<file path="src/rtl/pipe_skid_reg.sv">
// ----------------------------------------------------------------------------
// pipe_skid_reg
// Two-entry pipeline skid buffer (main + skid register) for a pipeline stage
// boundary. The main register feeds the downstream stage directly. The skid
// register catches the one entry that can arrive while downstream stalls, so
// in_ready can be a registered signal without losing data.
//
// Ports
//   clk        clock; all state updates on the rising edge
//   reset      asynchronous, active-high reset
//   in_valid   upstream presents an entry
//   in_ready   registered; the block can accept an entry this cycle
//   in_data    upstream payload (DATA_W)
//   in_ctrl    upstream control bits (CTRL_W)
//   flush      synchronous kill of every held entry
//   out_valid  an entry is presented downstream
//   out_ready  downstream accepts the presented entry
//   out_data   presented payload; keeps its last value while out_valid is low
//   out_ctrl   presented control bits; all-zero while out_valid is low
//   occupancy  number of held entries, 0..2
// ----------------------------------------------------------------------------
module pipe_skid_reg #(
   parameter int DATA_W = 32,
   parameter int CTRL_W = 8
) (
   input  logic              clk,
   input  logic              reset,
   input  logic              in_valid,
   output logic              in_ready,
   input  logic [DATA_W-1:0] in_data,
   input  logic [CTRL_W-1:0] in_ctrl,
   input  logic              flush,
   output logic              out_valid,
   input  logic              out_ready,
   output logic [DATA_W-1:0] out_data,
   output logic [CTRL_W-1:0] out_ctrl,
   output logic [1:0]        occupancy
);

   // The encoding doubles as the occupancy count.
   typedef enum logic [1:0] {
      EMPTY = 2'd0,
      ONE   = 2'd1,
      FULL  = 2'd2
   } state_t;

   state_t            state_reg, state_next;
   logic [DATA_W-1:0] main_data_reg, main_data_next;
   logic [CTRL_W-1:0] main_ctrl_reg, main_ctrl_next;
   logic [DATA_W-1:0] skid_data_reg, skid_data_next;
   logic [CTRL_W-1:0] skid_ctrl_reg, skid_ctrl_next;
   logic              in_ready_reg, in_ready_next;

   logic in_fire;
   logic out_fire;

   assign out_valid = (state_reg != EMPTY);
   assign in_fire   = in_valid && in_ready_reg;
   assign out_fire  = out_valid && out_ready;

   always_comb begin
      state_next     = state_reg;
      main_data_next = main_data_reg;
      main_ctrl_next = main_ctrl_reg;
      skid_data_next = skid_data_reg;
      skid_ctrl_next = skid_ctrl_reg;

      if (flush) begin
         // Flush wins over any simultaneous in-transfer; the payload field is
         // left alone so out_data simply keeps its last value.
         state_next     = EMPTY;
         main_ctrl_next = '0;
         skid_ctrl_next = '0;
      end else begin
         case (state_reg)
            EMPTY: begin
               if (in_fire) begin
                  state_next     = ONE;
                  main_data_next = in_data;
                  main_ctrl_next = in_ctrl;
               end
            end
            ONE: begin
               case ({in_fire, out_fire})
                  2'b11: begin
                     main_data_next = in_data;
                     main_ctrl_next = in_ctrl;
                  end
                  2'b10: begin
                     state_next     = FULL;
                     skid_data_next = in_data;
                     skid_ctrl_next = in_ctrl;
                  end
                  2'b01: begin
                     // Leaving for a bubble: control goes to zero so the
                     // downstream stage never sees stale RegWrite etc.
                     state_next     = EMPTY;
                     main_ctrl_next = '0;
                  end
                  default: ;
               endcase
            end
            FULL: begin
               // in_ready is low here, so only the drain case can occur.
               if (out_fire) begin
                  state_next     = ONE;
                  main_data_next = skid_data_reg;
                  main_ctrl_next = skid_ctrl_reg;
                  skid_ctrl_next = '0;
               end
            end
            default: begin
               state_next     = EMPTY;
               main_ctrl_next = '0;
               skid_ctrl_next = '0;
            end
         endcase
      end

      // Registered ready: it reflects the state being entered, so it is
      // already correct in the cycle that state becomes current.
      in_ready_next = (state_next != FULL);
   end

   always_ff @(posedge clk or posedge reset) begin
      if (reset) begin
         state_reg     <= EMPTY;
         main_data_reg <= '0;
         main_ctrl_reg <= '0;
         skid_data_reg <= '0;
         skid_ctrl_reg <= '0;
         in_ready_reg  <= 1'b0;
      end else begin
         state_reg     <= state_next;
         main_data_reg <= main_data_next;
         main_ctrl_reg <= main_ctrl_next;
         skid_data_reg <= skid_data_next;
         skid_ctrl_reg <= skid_ctrl_next;
         in_ready_reg  <= in_ready_next;
      end
   end

   assign in_ready  = in_ready_reg;
   assign out_data  = main_data_reg;
   assign out_ctrl  = main_ctrl_reg;
   assign occupancy = state_reg;

endmodule

</file>
<file path="config.mk">
export PLATFORM = sky130hd
export DESIGN_NAME = pipe_skid_reg
export DESIGN_NICKNAME = d
export VERILOG_FILES = /design/src/rtl/pipe_skid_reg.sv
export SDC_FILE = /design/constraint.sdc
export NUM_CORES = 1
export LEC_CHECK = 0
export CORE_ASPECT_RATIO = 0.5
export CORE_UTILIZATION = 40
export CTS_CLUSTER_DIAMETER = 40
export DETAILED_ROUTE_END_ITERATION = 6
export GPL_ROUTABILITY_DRIVEN = 0
export PLACE_DENSITY = 0.72
export RECOVER_POWER = 25
export SETUP_SLACK_MARGIN = 0.3
export SLEW_MARGIN = 20
export SYNTH_ARGS = -nofsm -noshare
export SYNTH_HDL_FRONTEND = slang
export SYNTH_SLANG_ARGS = --single-unit
</file>
<file path="constraint.sdc">
create_clock -name clk -period 6.3 [get_ports clk]
set_input_delay 0.945 -clock clk [delete_from_list [all_inputs] [get_ports clk]]
set_output_delay 0.945 -clock clk [all_outputs]
set_load 0.05 [all_outputs]
</file>
==> results of run 1 <==
## report_power, final
group	switching [uW]	internal, uW	leakage (uW)
registers	57.8	642	0.00104
clock network	201	277	0.000142
logic	268	186	0.00111
total	527	1100	0.00230
## layout make-up
class / instances / area [sq um] / share of cell area
flip-flops and latches: 83 / 2080 / 0.432
well taps: 112 / 140 / 0.0292
clock inverters: 6 / 41.3 / 0.00859
clock buffers: 10 / 239 / 0.0497
multi-input cells: 181 / 1400 / 0.290
inverters: 3 / 12.5 / 0.00260
repair buffers: 90 / 900 / 0.187
## tightest hold or removal path, stage by stage, from the launching register on
cell and delay [ps]:
dfrtp_1 340, nand2_1 50, o21ai_0 60
## synthesized netlist by cell type, types with 2 or more instances
cell type,instances
nand2b_1,2
mux2_2,32
dfrtp_1,83
and3b_1,2
o21ai_1,26
nand2_1,36
a22o_1,23
o22a_1,2
mux2i_1,34
o21ai_0,8
buf_2,13
buf_4,3
clkbuf_1,2
inv_1,3
buf_6,2
nor2_1,5
## cells by family after synthesis
kind of cell	count (synthesis)	share of synthesized area
AOI/OAI and AO/OA	64	0.119
muxes	66	0.195
DFF	83	0.579
and+or+nand+nor	51	0.0684
buffers and inverters	24	0.0373
## final timing paths
check / startpoint / endpoint
worst min register to register: out_data[30] / out_data[30]
min in group asynchronous: reset / in_ready
worst max register to register: occupancy[1] / skid_data_reg[22]
worst max-delay path: out_ready / skid_data_reg[22]
max in group asynchronous: reset / out_data[2]
worst min-delay path: out_data[30] / out_data[30]
## per-layer routing
| layer | part of all wire | track usage | up-vias | routed length, um |
|---|---|---|---|---|
| met5 | 0 | 0 | - | 0 |
| met4 | 0.014 | 0.0611 | 0 | 102 |
| met3 | 0.038 | 0.0504 | 10 | 288 |
| met2 | 0.52 | 0.317 | 42 | 3940 |
| met1 | 0.43 | 0.199 | 1256 | 3210 |
| li1 | - | - | 1181 | - |
## stage by stage
step                 util  worst slack (ps)  hold WS (ps)  area (sq um)  instances
finish              0.576              3060           480          4800        485
global route        0.576              2890           500          4800        485
CTS                 0.574              3080           486          4790        485
detailed placement  0.541              2730           473          4510        469
global placement    0.541              2850           465          4510        469
floorplan               -              3220           474          3580        288
## layout by cell type (no fill, tap or decap), drive strengths merged
| master | n |
|---|---|
| a21oi | 2 |
| a22o | 23 |
| a31oi | 1 |
| and3b | 2 |
| buf | 2 |
| clkbuf | 10 |
| clkdlybuf4s50 | 87 |
| clkinv | 6 |
| clkinvlp | 1 |
| dfrtp | 83 |
| dlygate4sd3 | 1 |
| inv | 2 |
| mux2 | 32 |
| mux2i | 34 |
| nand2 | 36 |
| nand2b | 2 |
| nand4bb | 1 |
| nor2 | 5 |
| nor2b | 2 |
| nor4 | 1 |
| o21a | 1 |
| o21ai | 34 |
| o22a | 2 |
| o41a | 1 |
| or2 | 1 |
| or3 | 1 |
==> impl_metrics.tcl, run 1 <==
set metrics [dict create \
    hold_buffers 0 \
    num_vias 2489 \
    crit_path_cell_trace "clkdlybuf4s50_1 > nor4_4 > buf_4 > mux2_2" \
    total_power_uw 1630 \
    synthTopCellsByArea "dfrtp_1 (58%), mux2_2 (10%), mux2i_1 (9.5%)" \
    die-area_sq_um 9370 \
    clk_pin_slew_ps 60 \
    antenna_found_initial 0 \
    antennaDiodeCount 0 \
    cts-root-buf "clkbuf_16" \
    ctsLongestPathBuffers 2 \
    grt_max_degree 84 \
    yosysTopAreaCellShare 0.579 \
    drt_iter0_markers 79 \
    crit_family "buffers and inverters" \
    grt_pass1_vias 2540 \
    synth_flop_cell "dfrtp_1" \
    first_pass_iters 4 \
    path_class "input pin to flip-flop" \
    slowest_delay_ps 1010 \
    final_nets 413 \
    rows 23 \
    dp_hpwl_um 5020 \
    drv_cap 0 \
    reg2reg_slack_ps 3730 \
    wl_um 7530 \
    drc 0 \
    coreArea_sq_um 8350 \
    synth_edf_count 0 \
    yosysWarnings 0 \
    end_kind "flip-flop" \
    htree_levels 3 \
    ios 89 \
    finalCritPeriodShare 0.514 \
    crit_buf_inv 2 \
    numClockSinks 83 \
    status "finished clean" \
    insertion_delay_ps 330 \
    hold_viol_final 0 \
    start_util 0.430 \
    ys_async_sr_fraction 1.00 \
    crit_cells 4 \
    syn_avg_cell_area_sq_um 12.4 \
    path_max_fanout 23 \
    wire_per_inst_um 15.5 \
    crit_arrival_ps 3450 \
    die_w_um 136 \
    fmax_ghz 0.309 \
    clock_skew_ps 5.61 \
    grt_pass1_wl_um 12200 \
    worst_pin_slew_ps 1090 \
    fill_cells 697 \
    drv_slew 0 \
    holdPathStages 2 \
    powerDensity_nw_per_um2 340 \
    io_buffers 88 \
    drive_gt1_frac 0.155 \
    syn_inst 288 \
    cts_made_buffers 9 \
    rsz0062_at_grt "no" \
    syn_nets 333 \
    crit_required_ps 6510 \
    synth_cell_types 28 \
    r2r_cells 4 \
    setup_violations 0 \
    hold_class "flip-flop to flip-flop" \
    die_h_um 68.9 \
    ant_nets 0 \
    area_growth_pct 34.0 \
    grt_usage 0.173 \
    synth_area_sq_um 3580 \
    setup_tns_ps 0 \
    slew_headroom 0.271 \
    crit_path_start_kind "input pin" \
    grt_overflow 0 \
    post_cts_buffers 0 \
    synth_top_area_cell "dfrtp_1" \
    cts.repair.resized 0 \
    ys_ff_latch 83 \
    fin_crit_ps 3240 \
    peakVddDrop_v 0.000171 \
    viasPerCell 5.13 \
    seq_area_frac_synth 0.579 \
    cp_slowest_cell "nor4_4" \
    cts_tree "done" \
    p_leak_uw 0.00230 \
]
No activity file was read; power rests on OpenSTA's default activity.
==> run 2: changes to the inputs <==
--- a/config.mk
+++ b/config.mk
@@ -10,7 +10,7 @@
 export CTS_CLUSTER_DIAMETER = 40
 export DETAILED_ROUTE_END_ITERATION = 6
 export GPL_ROUTABILITY_DRIVEN = 0
-export PLACE_DENSITY = 0.72
+export PLACE_DENSITY = 0.75
 export RECOVER_POWER = 25
 export SETUP_SLACK_MARGIN = 0.3
 export SLEW_MARGIN = 20
==> constraint.sdc (replaced) <==
create_clock -name clk -period 2.64 [get_ports clk]
set_input_delay 0.396 -clock clk [delete_from_list [all_inputs] [get_ports clk]]
set_output_delay 0.396 -clock clk [all_outputs]
set_load 0.05 [all_outputs]
==> impl_metrics.tcl, run 2 (synthesis results as in run 1) <==
set metrics [dict create \
    status "finished clean" \
    drv_slew 0 \
    cts_made_buffers 9 \
    rsz0062_at_grt "no" \
    die-area_sq_um 9370 \
    cts_tree "done" \
    crit_required_ps 2240 \
    area_growth_pct 36.3 \
    path_max_fanout 14 \
    layout_common_cells "clkdlybuf4s50_1 (86), dfrtp_1 (83), nand2_1 (36)" \
    p_leak_uw 0.00235 \
    crit_path_cell_trace "clkdlybuf4s50_1" \
    grt_overflow 0 \
    ctsLongestPathBuffers 2 \
    die_w_um 136 \
    grt_pass1_vias 2561 \
    powerDensity_nw_per_um2 826 \
    hold_class "flip-flop to flip-flop" \
    cp_slowest_cell "clkdlybuf4s50_1" \
    setup_violations 0 \
    path_class "flip-flop to output port" \
    coreArea_sq_um 8350 \
    setup_tns_ps 0 \
    ios 89 \
    drive_gt1_frac 0.167 \
    slew_headroom 0.262 \
    crit_family "buffers and inverters" \
    final_nets 419 \
    die_h_um 68.9 \
    dp_hpwl_um 5430 \
    viasPerCell 5.04 \
    total_power_uw 4040 \
    hold_buffers 0 \
    start_util 0.430 \
    drc 0 \
    peakVddDrop_v 0.000411 \
    antennaDiodeCount 0 \
    post_cts_buffers 0 \
    finalCritPeriodShare 0.830 \
    cts.repair.resized 0 \
    cts-root-buf "clkbuf_16" \
    wl_um 7650 \
    grt_usage 0.177 \
    htree_levels 3 \
    utilization 0.586 \
    antenna_found_initial 0 \
    numClockSinks 83 \
    clock_skew_ps 3.97 \
    first_pass_iters 4 \
    fmax_ghz 0.456 \
    final_common_cell "clkdlybuf4s50_1" \
    rows 23 \
    slowest_delay_ps 880 \
    worst_pin_slew_ps 1110 \
    crit_buf_inv 1 \
    hold_viol_final 0 \
    drt_iter0_markers 134 \
    end_kind "output port" \
    wire_per_inst_um 15.6 \
    grt_pass1_wl_um 12300 \
    crit_path_start_kind "flip-flop" \
    num_vias 2472 \
    crit_arrival_ps 1800 \
    clk_pin_slew_ps 60 \
    io_buffers 88 \
    drv_cap 0 \
    fin_crit_ps 2190 \
    insertion_delay_ps 330 \
    ant_nets 0 \
    grt_max_degree 84 \
]
-- run 2: through the flow --
stage	worst slack [ps]	hold WS, ps	std cells	instance area, sq um
final	449	476	490	4890
after floorplan	646	474	288	3590
after global routing	370	516	490	4890
after CTS	340	482	490	4900
after global placement	335	464	475	4580
after detailed placement	249	470	475	4580
-- run 2: power by group --
| group | switching [uW] | internal (uW) |
|---|---|---|
| clock | 473 | 806 |
| sequential | 148 | 1530 |
| combinational | 634 | 446 |
| total | 1260 | 2780 |
-- run 2: final timing paths --
check / startpoint / end / slack [ps] / cells after the start
min reg2reg: out_data[29] / out_data[29] / 480 / 2
max in group asynchronous: reset / out_ctrl[4] / 1010 / 3
min: out_data[29] / out_data[29] / 480 / 2
max: occupancy[1] / occupancy[1] / 450 / 1
min in group asynchronous: reset / skid_data_reg[4] / 950 / 3
max reg2reg: occupancy[1] / skid_data_reg[19] / 800 / 4
-- run 2: worst register-to-register path, stage by stage, from the launching register on --
cell	delay, ps
dfrtp_1	520
nand2b_1	280
nor4_4	230
buf_4	320
mux2_2	380
-- run 2: final cells by class --
cell class,instances,area (sq um)
clock inverters,3,46.3
multi-input cells,181,1390
clock buffers,12,267
flip-flops and latches,83,2080
repair buffers,96,956
inverters,3,15.0
well taps,112,140
fillers,657,3460
-- run 2: routing by layer --
metal,part of all wire,up-vias,global-route usage
li1,-,1197,-
met3,0.033,15,0.0519
met2,0.52,41,0.322
met5,0,-,0
met4,0.016,0,0.0750
met1,0.43,1219,0.201
==> run 3: changes to the inputs <==
==> constraint.sdc (replaced) <==
create_clock -name clk -period 1.8 [get_ports clk]
set_input_delay 0.27 -clock clk [delete_from_list [all_inputs] [get_ports clk]]
set_output_delay 0.27 -clock clk [all_outputs]
set_load 0.05 [all_outputs]
==> impl_metrics.tcl, run 3 (synthesis results as in run 1) <==
set metrics [dict create \
    status "finished clean" \
    antennaDiodeCount 0 \
    cts_tree "done" \
    antenna_found_initial 0 \
    crit_arrival_ps 1850 \
    use_met2 0.367 \
    grt_usage 0.203 \
    fill_cells 583 \
    path_max_fanout 8 \
    worst_pin_slew_ps 517 \
    clock_skew_ps 8.26 \
    num_vias 2839 \
    total_power_uw 6400 \
    crit_path_start_kind "flip-flop" \
    htree_levels 3 \
    first_pass_iters 4 \
    slew_headroom 0.657 \
    die_w_um 136 \
    grt_max_degree 84 \
    grt_pass1_vias 2809 \
    die_h_um 68.9 \
    fmax_ghz 0.614 \
    coreArea_sq_um 8350 \
    insertion_delay_ps 330 \
    setup_tns_ps 0 \
    wire_per_inst_um 19.5 \
    rsz0062_at_grt "yes" \
    multi_input_area_sq_um 1730 \
    hold_viol_final 0 \
    drv_cap 0 \
    end_kind "flip-flop" \
    regArea_sq_um 2080 \
    drive_gt1_frac 0.426 \
    crit_buf_inv 2 \
    drc 0 \
    rows 23 \
    cts_made_buffers 9 \
    final_nets 453 \
    hold_buffers 0 \
    slowest_delay_ps 610 \
    dp_hpwl_um 5250 \
    setup_violations 0 \
    grt_overflow 0 \
    ant_nets 0 \
    ios 89 \
    wl_um 10200 \
    die-area_sq_um 9370 \
    drt_iter0_markers 174 \
    crit_required_ps 2020 \
    hold_class "flip-flop to flip-flop" \
    gr-usage-met3 0.0497 \
    crit_family "compound AO/OA/AOI/OAI gates" \
    cts-root-buf "clkbuf_16" \
    cp_slowest_cell "o41a_4" \
    ctsLongestPathBuffers 2 \
    finalCritPeriodShare 0.905 \
    top_usage_layer "met2" \
    path_class "flip-flop to flip-flop" \
    met1_usage 0.242 \
    fin_crit_ps 1630 \
    peakVddDrop_v 0.000595 \
    finalNonFillerCells 525 \
    numClockSinks 83 \
    start_util 0.430 \
    viasPerCell 5.41 \
    final_common_cell "dfrtp_1" \
    dp.cells 483 \
    clk_pin_slew_ps 60 \
    grt_pass1_wl_um 14000 \
    layout_common_cells "dfrtp_1 (80), clkdlybuf4s50_1 (40), mux2i_1 (32)" \
    area_growth_pct 56.2 \
    p_leak_uw 0.00279 \
    drv_slew 0 \
    io_buffers 88 \
    powerDensity_nw_per_um2 1140 \
    crit_path_cell_trace "o41a_4 > buf_6 > buf_16 > nand2_4 > o21ai_2" \
]
## run 3: layout make-up
type,count,share of cell area
Clock buffer,12,0.0458
Clock inverter,4,0.0130
Inverter,3,0.00223
Multi-Input combinational cell,181,0.309
Sequential cell,83,0.372
Tap cell,112,0.0250
Timing Repair Buffer,130,0.233
## run 3: repair_timing
| action | CTS | global route |
|---|---|---|
| cloned | 4 | 6 |
| gates resized for setup | 84 | 113 |
| setup buffers | 12 | 4 |
| pin swaps | 13 | 17 |
| endpoints found under the setup margin | 116 | 110 |
## run 3: through the flow
stage / hold WS [ps] / setup slack, ps / instance area, sq um / util
final: 486 / 171 / 5600 / 0.671
after global routing: 506 / 141 / 5600 / 0.671
after CTS: 434 / 186 / 5280 / 0.632
after detailed placement: 475 / -247 / 4690 / 0.562
after global placement: 471 / -194 / 4690 / 0.562
after floorplan: 403 / 65.4 / 3710 / -
## run 3: final timing paths
path                         startpoint                to  slack, ps  cells past startpoint
setup / recovery           occupancy[1]      out_data[31]        170                      5
hold / removal             out_data[21]      out_data[21]        490                      2
setup reg to reg           occupancy[1]      out_data[31]        170                      5
hold reg to reg            out_data[21]      out_data[21]        490                      2
max in group asynchronous         reset          in_ready        860                      3
min in group asynchronous         reset  skid_ctrl_reg[4]        550                      3
## run 3: worst reg2reg max path: stages, from the launching register on
cell	delay, ps
dfrtp_2	460
o41a_4	610
buf_6	180
buf_16	150
nand2_4	60
o21ai_2	50
## run 3: per-layer routing
| layer | share of wire | up-vias |
|---|---|---|
| li1 | - | 1275 |
| met1 | 0.43 | 1465 |
| met2 | 0.51 | 79 |
| met3 | 0.041 | 20 |
| met4 | 0.021 | 0 |
| met5 | 0 | - |
## run 3: where the power goes
| group | internal [uW] | leakage (uW) | switching (uW) |
|---|---|---|---|
| combinational | 812 | 0.00159 | 1080 |
| sequential | 2250 | 0.00104 | 259 |
| clock | 1290 | 0.000159 | 710 |
| total | 4350 | 0.00279 | 2050 |
